[src/rtl/alu_exec_stage.sv]
// ALU execute stage: registers the result of a decoded ALU op behind a valid/ready handshake.
// Optional iterative shift-add multiply for code 011 is enabled by defining ALU_EXEC_MUL_EN.
module alu_exec_stage #(
    parameter int unsigned WIDTH = 32
) (
    input  logic             clk,
    input  logic             reset,
    input  logic             in_valid,
    output logic             in_ready,
    input  logic [2:0]       alu_funct,
    input  logic [WIDTH-1:0] op_a,
    input  logic [WIDTH-1:0] op_b,
    output logic             out_valid,
    input  logic             out_ready,
    output logic [WIDTH-1:0] result,
    output logic             zero,
    output logic             overflow,
    output logic             illegal,
    output logic             busy
);

    localparam logic [2:0] FN_AND = 3'b000;
    localparam logic [2:0] FN_OR  = 3'b001;
    localparam logic [2:0] FN_ADD = 3'b010;
    localparam logic [2:0] FN_SUB = 3'b110;
    localparam logic [2:0] FN_SLT = 3'b111;
    localparam logic [2:0] FN_NOR = 3'b100;
    localparam logic [2:0] FN_XOR = 3'b101;

    typedef enum logic [1:0] {S_IDLE, S_HOLD, S_CALC} state_e;

    state_e           state_q, state_d;
    logic [WIDTH-1:0] result_q, result_d;
    logic             zero_q, zero_d;
    logic             overflow_q, overflow_d;
    logic             illegal_q, illegal_d;

    logic             accept;
    logic             start_mul;
    logic [WIDTH-1:0] alu_res;
    logic             alu_ovf;
    logic             alu_ill;
    logic [WIDTH-1:0] sum;
    logic [WIDTH-1:0] b_neg;
    logic [WIDTH-1:0] diff;
    logic             slt;

    assign accept = in_valid && in_ready;

`ifdef ALU_EXEC_MUL_EN
    localparam logic [2:0]   FN_MUL = 3'b011;
    localparam int unsigned  CNT_W  = $clog2(WIDTH);
    localparam logic [CNT_W-1:0] CNT_LAST = CNT_W'(WIDTH - 1);

    logic [WIDTH-1:0] mcand_q, mcand_d;
    logic [WIDTH-1:0] mplier_q, mplier_d;
    logic [WIDTH-1:0] acc_q, acc_d;
    logic [CNT_W-1:0] cnt_q, cnt_d;
    logic [WIDTH-1:0] acc_step;
    logic             mul_done;

    assign start_mul = accept && (alu_funct == FN_MUL);
    assign acc_step  = acc_q + (mplier_q[0] ? mcand_q : '0);
    assign mul_done  = (state_q == S_CALC) && (cnt_q == CNT_LAST);
`else
    assign start_mul = 1'b0;
`endif

    // Single-cycle ALU functions; SUB adds the two's complement so its sign feeds overflow
    always_comb begin
        sum     = op_a + op_b;
        b_neg   = ~op_b + WIDTH'(1);
        diff    = op_a + b_neg;
        slt     = $signed(op_a) < $signed(op_b);
        alu_res = '0;
        alu_ovf = 1'b0;
        alu_ill = 1'b0;
        case (alu_funct)
            FN_AND: alu_res = op_a & op_b;
            FN_OR:  alu_res = op_a | op_b;
            FN_ADD: begin
                alu_res = sum;
                alu_ovf = (op_a[WIDTH-1] == op_b[WIDTH-1]) && (sum[WIDTH-1] != op_a[WIDTH-1]);
            end
            FN_SUB: begin
                alu_res = diff;
                alu_ovf = (op_a[WIDTH-1] == b_neg[WIDTH-1]) && (diff[WIDTH-1] != op_a[WIDTH-1]);
            end
            FN_SLT: alu_res = {{(WIDTH-1){1'b0}}, slt};
            FN_NOR: alu_res = ~(op_a | op_b);
            FN_XOR: alu_res = op_a ^ op_b;
`ifdef ALU_EXEC_MUL_EN
            FN_MUL: alu_res = '0;
`endif
            default: alu_ill = 1'b1;
        endcase
    end

    // State register
    always_ff @(posedge clk) begin
        if (reset) begin
            state_q <= S_IDLE;
        end else begin
            state_q <= state_d;
        end
    end

    // Next-state logic
    always_comb begin
        state_d = state_q;
        case (state_q)
            S_IDLE: if (accept) state_d = start_mul ? S_CALC : S_HOLD;
            S_HOLD: begin
                if (out_ready) state_d = accept ? (start_mul ? S_CALC : S_HOLD) : S_IDLE;
            end
`ifdef ALU_EXEC_MUL_EN
            S_CALC: if (mul_done) state_d = S_HOLD;
`endif
            default: state_d = S_IDLE;
        endcase
    end

    // Handshake and status outputs
    always_comb begin
        in_ready  = (state_q == S_IDLE) || ((state_q == S_HOLD) && out_ready);
        out_valid = (state_q == S_HOLD);
`ifdef ALU_EXEC_MUL_EN
        busy      = (state_q == S_CALC);
`else
        busy      = 1'b0;
`endif
        result    = result_q;
        zero      = zero_q;
        overflow  = overflow_q;
        illegal   = illegal_q;
    end

    // Result/flag next values; the register holds its value unless a result is loaded
    always_comb begin
        result_d   = result_q;
        zero_d     = zero_q;
        overflow_d = overflow_q;
        illegal_d  = illegal_q;
        if (accept && !start_mul) begin
            result_d   = alu_res;
            zero_d     = (alu_res == '0);
            overflow_d = alu_ovf;
            illegal_d  = alu_ill;
        end
`ifdef ALU_EXEC_MUL_EN
        mcand_d  = mcand_q;
        mplier_d = mplier_q;
        acc_d    = acc_q;
        cnt_d    = cnt_q;
        if (start_mul) begin
            mcand_d  = op_a;
            mplier_d = op_b;
            acc_d    = '0;
            cnt_d    = '0;
        end else if (state_q == S_CALC) begin
            mcand_d  = mcand_q << 1;
            mplier_d = mplier_q >> 1;
            acc_d    = acc_step;
            cnt_d    = cnt_q + CNT_W'(1);
            if (mul_done) begin
                result_d   = acc_step;
                zero_d     = (acc_step == '0);
                overflow_d = 1'b0;
                illegal_d  = 1'b0;
            end
        end
`endif
    end

    // Datapath registers
    always_ff @(posedge clk) begin
        if (reset) begin
            result_q   <= '0;
            zero_q     <= 1'b0;
            overflow_q <= 1'b0;
            illegal_q  <= 1'b0;
`ifdef ALU_EXEC_MUL_EN
            mcand_q    <= '0;
            mplier_q   <= '0;
            acc_q      <= '0;
            cnt_q      <= '0;
`endif
        end else begin
            result_q   <= result_d;
            zero_q     <= zero_d;
            overflow_q <= overflow_d;
            illegal_q  <= illegal_d;
`ifdef ALU_EXEC_MUL_EN
            mcand_q    <= mcand_d;
            mplier_q   <= mplier_d;
            acc_q      <= acc_d;
            cnt_q      <= cnt_d;
`endif
        end
    end

endmodule

[config.mk]
export PLATFORM = sky130hd
export DESIGN_NAME = alu_exec_stage
export DESIGN_NICKNAME = d
export VERILOG_FILES = /design/src/rtl/alu_exec_stage.sv
export SDC_FILE = /design/constraint.sdc
export NUM_CORES = 1
export LEC_CHECK = 0
export BUFFER_PORTS_ARGS = -buffer_cell sky130_fd_sc_hd__buf_2
export CAP_MARGIN = 20
export CORE_MARGIN = 2
export CORE_UTILIZATION = 60
export DETAILED_ROUTE_END_ITERATION = 8
export PLACE_DENSITY_LB_ADDON = 0.15
export RECOVER_POWER = 50
export REMOVE_ABC_BUFFERS = 1
export SYNTH_ARGS = -nofsm -noshare
export SYNTH_HDL_FRONTEND = slang
export SYNTH_SLANG_ARGS = --single-unit
[constraint.sdc]
create_clock -name clk -period 7 [get_ports clk]
set_input_delay 1.4 -clock clk [delete_from_list [all_inputs] [get_ports clk]]
set_output_delay 1.4 -clock clk [all_outputs]
set_load 0.02 [all_outputs]
==> impl_summary.txt, run 1 <==
----------------------------------------------------
[Status]
  Run status ... complete, but fails checks
  Violations in the final reports ... max-capacitance violations, max-slew violations

[Routing]
  Residual antenna-violating net count after detailed routing ... 0
  DRC viols ... 0
  Via count ... ~9000
  Number of design-rule violations left by the first detailed-router iteration ... 1083
  Vias per Instance ... 6.45
  Post-Route WL ... 26100 um
  Routed wire length per instance ... roughly 19 um
  Number of iterations in the first detailed-routing pass ... 8

[Yosys]
  Synth Register Bits ... 36
  Most frequent cells after synthesis ... sky130_fd_sc_hd__ha_1, sky130_fd_sc_hd__nor2_1, sky130_fd_sc_hd__a21oi_1
  Number of different library cells in the post-synthesis netlist ... 77
  YS warnings ... 0
  Share of Yosys cell area claimed by the top area cell type ... 0.208
  Post-synthesis sequential area ratio ... 0.0873
  Fraction of the mapped netlist area in compound gates ... 0.296
  Post-Syn Area ... approximately 8300 um2
  Async set-reset flop share out of synthesis ... 0
  Synth Area in Adders ... 0.213
  XOR/XNOR share of the synthesized area ... 0.0847
  Post-synth top flop ... sky130_fd_sc_hd__dfxtp_1
  Combinational family with the most area after synthesis ... compound AO/OA/AOI/OAI gates
  Cell type with the largest total area after synthesis ... sky130_fd_sc_hd__ha_1
  Number of enable flip-flop cells after synthesis ... 0
  Multiplexer fraction of the synthesized cell area ... 0.0446
  Dominant cells by area after synthesis ... sky130_fd_sc_hd__ha_1, sky130_fd_sc_hd__dfxtp_1, sky130_fd_sc_hd__a21oi_1
  Instance count of the mapped netlist ... 1156
  Synth Area in Simple Gates ... 0.202
  Library cell with the highest instance count after synthesis ... sky130_fd_sc_hd__ha_1
  Average footprint of a synthesized cell ... between 7 and 8 um2

[GRT]
  Overflow after GRT ... 0
  Total GRT Usage ... 0.350
  Wire length of the first global-routing pass ... 41600 um
  Initial antenna violation count ... 1
  Via count of the first global-routing pass ... a little over 8000
  Maximum number of pins on one net before global-route repair ... 55

[Pwr]
  Pwr per Cell Area ... 127 nW/um2
  Comb power frac ... 0.612
  Part of the power in the clock network ... 0.181
  Leakage power figure ... 3.91 nW
  Maximum resistive drop on vdd ... 0.0989 mV
  Internal power ... 610 uW
  Fraction of power spent switching nets ... 0.461
  Switching power total ... 521 uW
  Fraction of power consumed by sequential logic ... 0.208

[Min path]
  Class of the tightest hold or removal check ... flop to flop

[Clock tree]
  Buffers from clock root to sink, at most ... 2
  Clk Latency, worst-skew pair ... 270 ps
  Clock-pin slew of the registers on the worst-case setup and hold paths ... 50 ps
  CTS tree ... yes
  Buffer type at the clock tree root ... sky130_fd_sc_hd__clkbuf_16
  Cells resized by post-CTS repair ... 0
  H-tree lvl count ... 2
  Postcts setup bufs ... 0
  Quantity of hold-fixing buffers added after cts ... 0
  Count of clock tree sinks ... 36
  CTS buffer count ... 5

[Job]
  Max-Cap Viols ... 1

[Timing]
  Count of endpoints failing hold in the final timing report ... 0
  Relative max-transition margin ... -0.0366
  Aggregate negative setup slack ... 0 ps
  RSZ-0062 raised after global routing ... no
  Max-slew violations ... 36
  Final critical delay including setup and external delays ... 5960 ps
  Clock skew ... 1.74 ps
  Transition time at the pin with the least slew margin ... 1550 ps
  Final worst path period share ... 0.852
  Fmax achieved ... 168 MHz
  Setup Viol. Count Final ... 0

[Place]
  Placed Area ... slightly below 9000 um2
  Port Buffer Count ... 107
  Placed wire-length estimate ... 20700 um
  RD Place Congestion ... 0.987

[Final layout]
  Storage cell area ... 721 um2
  Final-layout fill cell count ... 1252
  Final net count ... about 1400
  Post-layout instance area ... 8870 um2
  Antenna fix cells ... 0
  Area growth from synthesis to final layout ... 7.52%
  Area taken by multi-input logic gates ... 6940 um2
  Fraction of final layout cells with drive strength greater than 1 ... 0.102

[Worst setup path]
  Critical path class ... primary input to flop
  Endpoint required time on the critical path ... 7220 ps
  Critical path capture point type ... flop
  Top fanout value on the critical path ... 5
  Worst endpoint data arrival time ... slightly above 6000 ps
  CP startpoint kind ... primary input

[Floorplan]
  Standard-cell row count ... 42
  Number of top-level pins ... 109
  Effective utilization at floorplan ... 0.618
  Die footprint ... 14700 um2
  Die width ... 121 um
  Core Footprint ... 13300 um2
  Die H ... ~120 um

----------------------------------------------------
-- placed cells by master, fill, tap and decap left out, types with 6 or more instances in the layout --
| cell type | count |
|---|---|
| sky130_fd_sc_hd__a211oi_1 | 64 |
| sky130_fd_sc_hd__a21o_1 | 20 |
| sky130_fd_sc_hd__a21oi_1 | 121 |
| sky130_fd_sc_hd__a221oi_1 | 13 |
| sky130_fd_sc_hd__a31oi_1 | 11 |
| sky130_fd_sc_hd__and3_1 | 8 |
| sky130_fd_sc_hd__buf_2 | 71 |
| sky130_fd_sc_hd__buf_4 | 6 |
| sky130_fd_sc_hd__clkbuf_1 | 37 |
| sky130_fd_sc_hd__dfxtp_1 | 36 |
| sky130_fd_sc_hd__ha_1 | 137 |
| sky130_fd_sc_hd__inv_1 | 87 |
| sky130_fd_sc_hd__mux2_2 | 22 |
| sky130_fd_sc_hd__mux2i_1 | 12 |
| sky130_fd_sc_hd__nand2_1 | 72 |
| sky130_fd_sc_hd__nand2b_1 | 6 |
| sky130_fd_sc_hd__nand3_1 | 16 |
| sky130_fd_sc_hd__nand4_1 | 20 |
| sky130_fd_sc_hd__nor2_1 | 132 |
| sky130_fd_sc_hd__nor2b_1 | 12 |
| sky130_fd_sc_hd__nor3_1 | 28 |
| sky130_fd_sc_hd__nor4_1 | 12 |
| sky130_fd_sc_hd__o211ai_1 | 12 |
| sky130_fd_sc_hd__o21a_1 | 11 |
| sky130_fd_sc_hd__o21ai_0 | 47 |
| sky130_fd_sc_hd__o21bai_1 | 10 |
| sky130_fd_sc_hd__o22ai_1 | 12 |
| sky130_fd_sc_hd__o31ai_1 | 7 |
| sky130_fd_sc_hd__or3_1 | 7 |
| sky130_fd_sc_hd__xnor2_1 | 61 |
| sky130_fd_sc_hd__xor2_1 | 17 |
-- worst max-delay path, cell delays in order --
cell and delay [ps]:
sky130_fd_sc_hd__buf_2 120, sky130_fd_sc_hd__or4_4 570, sky130_fd_sc_hd__nor2_1 280, sky130_fd_sc_hd__nand4_1 280, sky130_fd_sc_hd__or3_1 550, sky130_fd_sc_hd__nor3_1 220, sky130_fd_sc_hd__xnor2_1 90, sky130_fd_sc_hd__ha_1 220
sky130_fd_sc_hd__a21o_1 220, sky130_fd_sc_hd__o21bai_1 170, sky130_fd_sc_hd__or3_1 360, sky130_fd_sc_hd__o21ai_0 440, sky130_fd_sc_hd__o21ai_0 180, sky130_fd_sc_hd__xor2_1 170, sky130_fd_sc_hd__a221oi_1 360, sky130_fd_sc_hd__nand4_1 160
sky130_fd_sc_hd__nor3_2 210, sky130_fd_sc_hd__a41o_1 170
-- kinds of logic after synthesis --
family | Yosys count
flops | 36
simple gates | 345
buf+inv | 154
xor+xnor | 79
fa+ha+maj | 139
other cells | 1
compound gates | 368
mux | 34
-- routing by layer --
layer  track usage  vias up  routed length, um
met1         0.497     4161              11900
met4        0.0769        0                535
met3        0.0648       46               2430
li1              -     4283                  -
met5             0        -                  0
met2         0.550      446              11200
-- power groups by stage --
stage	logic, mW	clock network [mW]	registers, mW
final	0.692	0.204	0.235
after global routing	0.756	0.215	0.236
after CTS	0.679	0.203	0.233
after detailed placement	0.674	0	0.237
after global placement	0.668	0	0.237
after floorplan	0.450	0	0.254
-- path summary, 6_finish.rpt --
kind / from / to / slack (ps) / cells past startpoint
min reg2reg: overflow$_SDFFE_PP0P_ / overflow$_SDFFE_PP0P_ / 480 / 2
min: overflow$_SDFFE_PP0P_ / overflow$_SDFFE_PP0P_ / 480 / 2
max: op_b[4] / zero$_SDFFE_PP0P_ / 1040 / 18
max reg2reg: state_q[0]$_SDFFE_PP0P_ / zero$_SDFFE_PP0P_ / 3930 / 11
-- sequential cells by signal, indices dropped and copies added, names as in the netlist --
| register | cells |
|---|---|
| illegal | 1 |
| state_q | 1 |
| zero | 1 |
| result | 32 |
| overflow | 1 |
-- final cells by class --
type	count	area share
clock buffers	6	0.0145
clock inverters	1	0.000564
inverters	87	0.0368
multi-input cells	966	0.782
flip-flops and latches	36	0.0812
well taps	176	0.0248
repair buffers	113	0.0603
-- metrics by stage --
step                hold slack, ps  setup WS [ps]   util  power (mW)  std cells
finish                         477           1040  0.665        1.13       1385
global route                   482            707  0.665        1.21       1385
CTS                            469           1150  0.668        1.12       1385
detailed placement             463            887  0.658       0.911       1378
global placement               449            968  0.658       0.906       1378
floorplan                      528           1570      -       0.703       1089
(Power assumes the default switching activity.)
==> run 2, diff against run 1 <==
--- a/config.mk
+++ b/config.mk
@@ -8,7 +8,7 @@
 export BUFFER_PORTS_ARGS = -buffer_cell sky130_fd_sc_hd__buf_2
 export CAP_MARGIN = 20
 export CORE_MARGIN = 2
-export CORE_UTILIZATION = 60
+export CORE_UTILIZATION = 55
 export DETAILED_ROUTE_END_ITERATION = 8
 export PLACE_DENSITY_LB_ADDON = 0.15
 export RECOVER_POWER = 50
==> run 2 against run 1 <==
Net effect:
- the flow still finishes with violations (max-capacitance violations, max-slew violations)
- sequential share of layout area down 0.051 points
- setup slack improved by 32 ps
- sequential power barely moved
- largest cell class unchanged
- highest routed layer unchanged
==> impl_summary.txt, run 2 (synthesized netlist as in run 1, its figures left out) <==
----------------------------------------------------
[Clock tree]
  Buffer type at the clock tree root ... sky130_fd_sc_hd__clkbuf_16 (unchanged)
  Cells resized by post-CTS repair ... 0 (unchanged)
  Clock-pin slew of the registers on the worst-case setup and hold paths ... 60 ps (was 50 ps)
  Buffers from clock root to sink, at most ... 2 (unchanged)
  Postcts setup bufs ... 0 (unchanged)
  CTS buffer count ... 5 (unchanged)
  Count of clock tree sinks ... 36 (unchanged)
  Clk Latency, worst-skew pair ... 280 ps (was 270 ps)
  Quantity of hold-fixing buffers added after cts ... 0 (unchanged)
  CTS tree ... yes (unchanged)
  H-tree lvl count ... 2 (unchanged)

[Routing]
  DRC viols ... 0 (unchanged)
  Post-Route WL ... 26500 um (was 26100 um)
  Via count ... 8819 (was 8936)
  Number of iterations in the first detailed-routing pass ... 5 (was 8)
  Vias per Instance ... 6.33 (was 6.45)
  Routed wire length per instance ... 19.0 um (was 18.8 um)
  Number of design-rule violations left by the first detailed-router iteration ... 874 (was 1083)
  Residual antenna-violating net count after detailed routing ... 0 (unchanged)

[Floorplan]
  Die width ... 126 um (was 121 um)
  Effective utilization at floorplan ... 0.566 (was 0.618)
  Die H ... 126 um (was 121 um)
  Die footprint ... 16000 um2 (was 14700 um2)
  Standard-cell row count ... 44 (was 42)
  Number of top-level pins ... 109 (unchanged)
  Core Footprint ... 14600 um2 (was 13300 um2)

[Pwr]
  Leakage power figure ... 3.93 nW (was 3.91 nW)
  Maximum resistive drop on vdd ... 0.0974 mV (was 0.0989 mV)
  Pwr per Cell Area ... 132 nW/um2 (was 127 nW/um2)
  Post-layout total power ... 1.18 mW (was 1.13 mW)

[Worst setup path]
  Worst R2R Setup Slack ... 3990 ps (was 3930 ps)
  CP startpoint kind ... primary input (unchanged)
  Reg2Reg Launch Point ... state_q[0]$_SDFFE_PP0P_ (unchanged)
  Worst Reg2Reg Path Length in Cells ... 11 (unchanged)
  Slowest stage cell, crit path ... sky130_fd_sc_hd__or4_4 (unchanged)
  Top fanout value on the critical path ... 5 (unchanged)
  Critical path class ... primary input to flop (unchanged)
  Critical path capture point type ... flop (unchanged)
  Worst R2R End ... zero$_SDFFE_PP0P_ (unchanged)
  Max incr delay on CP ... 570 ps (about the same)
  Crit path capture ... zero$_SDFFE_PP0P_ (unchanged)
  Launching element of the worst setup path ... op_b[4] (unchanged)
  Critical path, cell by cell ... buf_2 -> or4_4 -> nor2_1 -> nand4_1 -> or3_1 -> nor3_1 -> xnor2_1 -> ha_1 -> a21o_1 -> o21bai_1 -> or3_1 -> o21ai_0 -> o21ai_0 -> xor2_1 -> a221oi_1 -> nand4_1 -> nor3_2 -> a41o_1 (unchanged)
  Endpoint required time on the critical path ... 7220 ps (about the same)
  Worst endpoint data arrival time ... 6150 ps (was 6180 ps)

[Final layout]
  Area growth from synthesis to final layout ... 8.20% (was 7.52%)
  Final-layout fill cell count ... 1451 (was 1252)
  Most frequent cells in the layout ... sky130_fd_sc_hd__ha_1, sky130_fd_sc_hd__nor2_1, sky130_fd_sc_hd__a21oi_1, sky130_fd_sc_hd__inv_1, sky130_fd_sc_hd__nand2_1 (unchanged)
  Flip-flop count of the largest register after layout ... 32 (unchanged)
  Antenna fix cells ... 0 (unchanged)
  Fraction of final layout cells with drive strength greater than 1 ... 0.103 (was 0.102)
  Final net count ... 1419 (unchanged)
  Commonest non-fill, non-tap cell in the layout ... sky130_fd_sc_hd__ha_1 (unchanged)
  Non-Filler Instances ... 1394 (was 1385)

[Min path]
  Class of the tightest hold or removal check ... flop to flop (unchanged)

[Timing]
  Final worst path period share ... 0.847 (was 0.852)
  RSZ-0062 raised after global routing ... no (unchanged)
  Clock skew ... 5.20 ps (was 1.74 ps)
  Smallest hold slack ... 463 ps (was 477 ps)
  Aggregate negative setup slack ... 0 ps (unchanged)
  Relative max-transition margin ... -0.0626 (was -0.0366)
  Transition time at the pin with the least slew margin ... 1590 ps (was 1550 ps)
  Fmax achieved ... 169 MHz (was 168 MHz)
  Count of endpoints failing hold in the final timing report ... 0 (unchanged)
  Setup Viol. Count Final ... 0 (unchanged)
  Max-slew violations ... 36 (unchanged)
  Final critical delay including setup and external delays ... 5930 ps (was 5960 ps)

[GRT]
  Total GRT Usage ... 0.320 (was 0.350)
  Maximum number of pins on one net before global-route repair ... 56 (was 55)
  Via count of the first global-routing pass ... 7939 (was 8041)
  Wire length of the first global-routing pass ... 42000 um (was 41600 um)
  Overflow after GRT ... 0 (unchanged)
  Initial antenna violation count ... 0 (was 1)

[Place]
  Placed wire-length estimate ... 21100 um (was 20700 um)
  Number of placed cells counting well taps ... 1386 (was 1378)
  RD Place Congestion ... 1.00 (was 0.987)
  Port Buffer Count ... 107 (unchanged)

[Status]
  Violations in the final reports ... max-capacitance violations, max-slew violations (unchanged)
  Run status ... complete, but fails checks (unchanged)

[Job]
  Max-Cap Viols ... 1 (unchanged)

----------------------------------------------------
run 2: cell types whose count changed in the layout (fill, tap and decap cells not counted), sizes merged:
cell / delta
bufinv: +1
clkbuf: -1
clkinvlp: +1
run 2: area by class of cell:
class | count | area, um2 | area share
multi-input combinational | 966 | 6940 | 0.777
sequential | 36 | 721 | 0.0807
clock inverter | 3 | 42.5 | 0.00476
inverter | 87 | 327 | 0.0366
timing repair buffer | 113 | 548 | 0.0614
clock buffer | 5 | 125 | 0.0140
tap | 184 | 230 | 0.0258
run 2: per-stage QoR:
stage	utilization	setup slack [ps]	area, um2
after floorplan	-	1570	7980
after global placement	0.604	909	8810
after detailed placement	0.604	804	8810
after CTS	0.615	1080	8970
after global routing	0.612	616	8930
final	0.612	1070	8930
run 2: how the worst min path moves through the flow:
stage	startpoint	cells after the start	end
6_report	result[17]$_SDFFE_PP0P_	2	result[17]$_SDFFE_PP0P_
2_1_floorplan	overflow$_SDFFE_PP0P_	2	overflow$_SDFFE_PP0P_
4_1_cts	result[17]$_SDFFE_PP0P_	2	result[17]$_SDFFE_PP0P_
5_1_grt	result[17]$_SDFFE_PP0P_	2	result[17]$_SDFFE_PP0P_
3_5_place_dp	result[17]$_SDFFE_PP0P_	2	result[17]$_SDFFE_PP0P_
3_3_place_gp	result[17]$_SDFFE_PP0P_	2	result[17]$_SDFFE_PP0P_
run 2: metal layers:
layer / vias up / global-route usage / share of wire
met2: 420 / 0.488 / 0.43
li1: 4306 / - / -
met4: 0 / 0.0692 / 0.019
met3: 41 / 0.0603 / 0.099
met1: 4052 / 0.468 / 0.45
met5: - / 0 / 0
run 2: power by group:
group | switching (mW) | internal [mW] | total, mW
clock network | 0.0835 | 0.167 | 0.251
registers | 0.0131 | 0.222 | 0.235
logic | 0.434 | 0.259 | 0.694
run 2: critical path, delay by kind of cell:
kind | cells | cell delay (ps)
buffers and inverters | 1 | 120
AND/OR/NAND/NOR | 8 | 2600
XOR/XNOR | 2 | 260
AO/OA/AOI/OAI | 6 | 1530
adder cells (fa/ha/maj) | 1 | 220
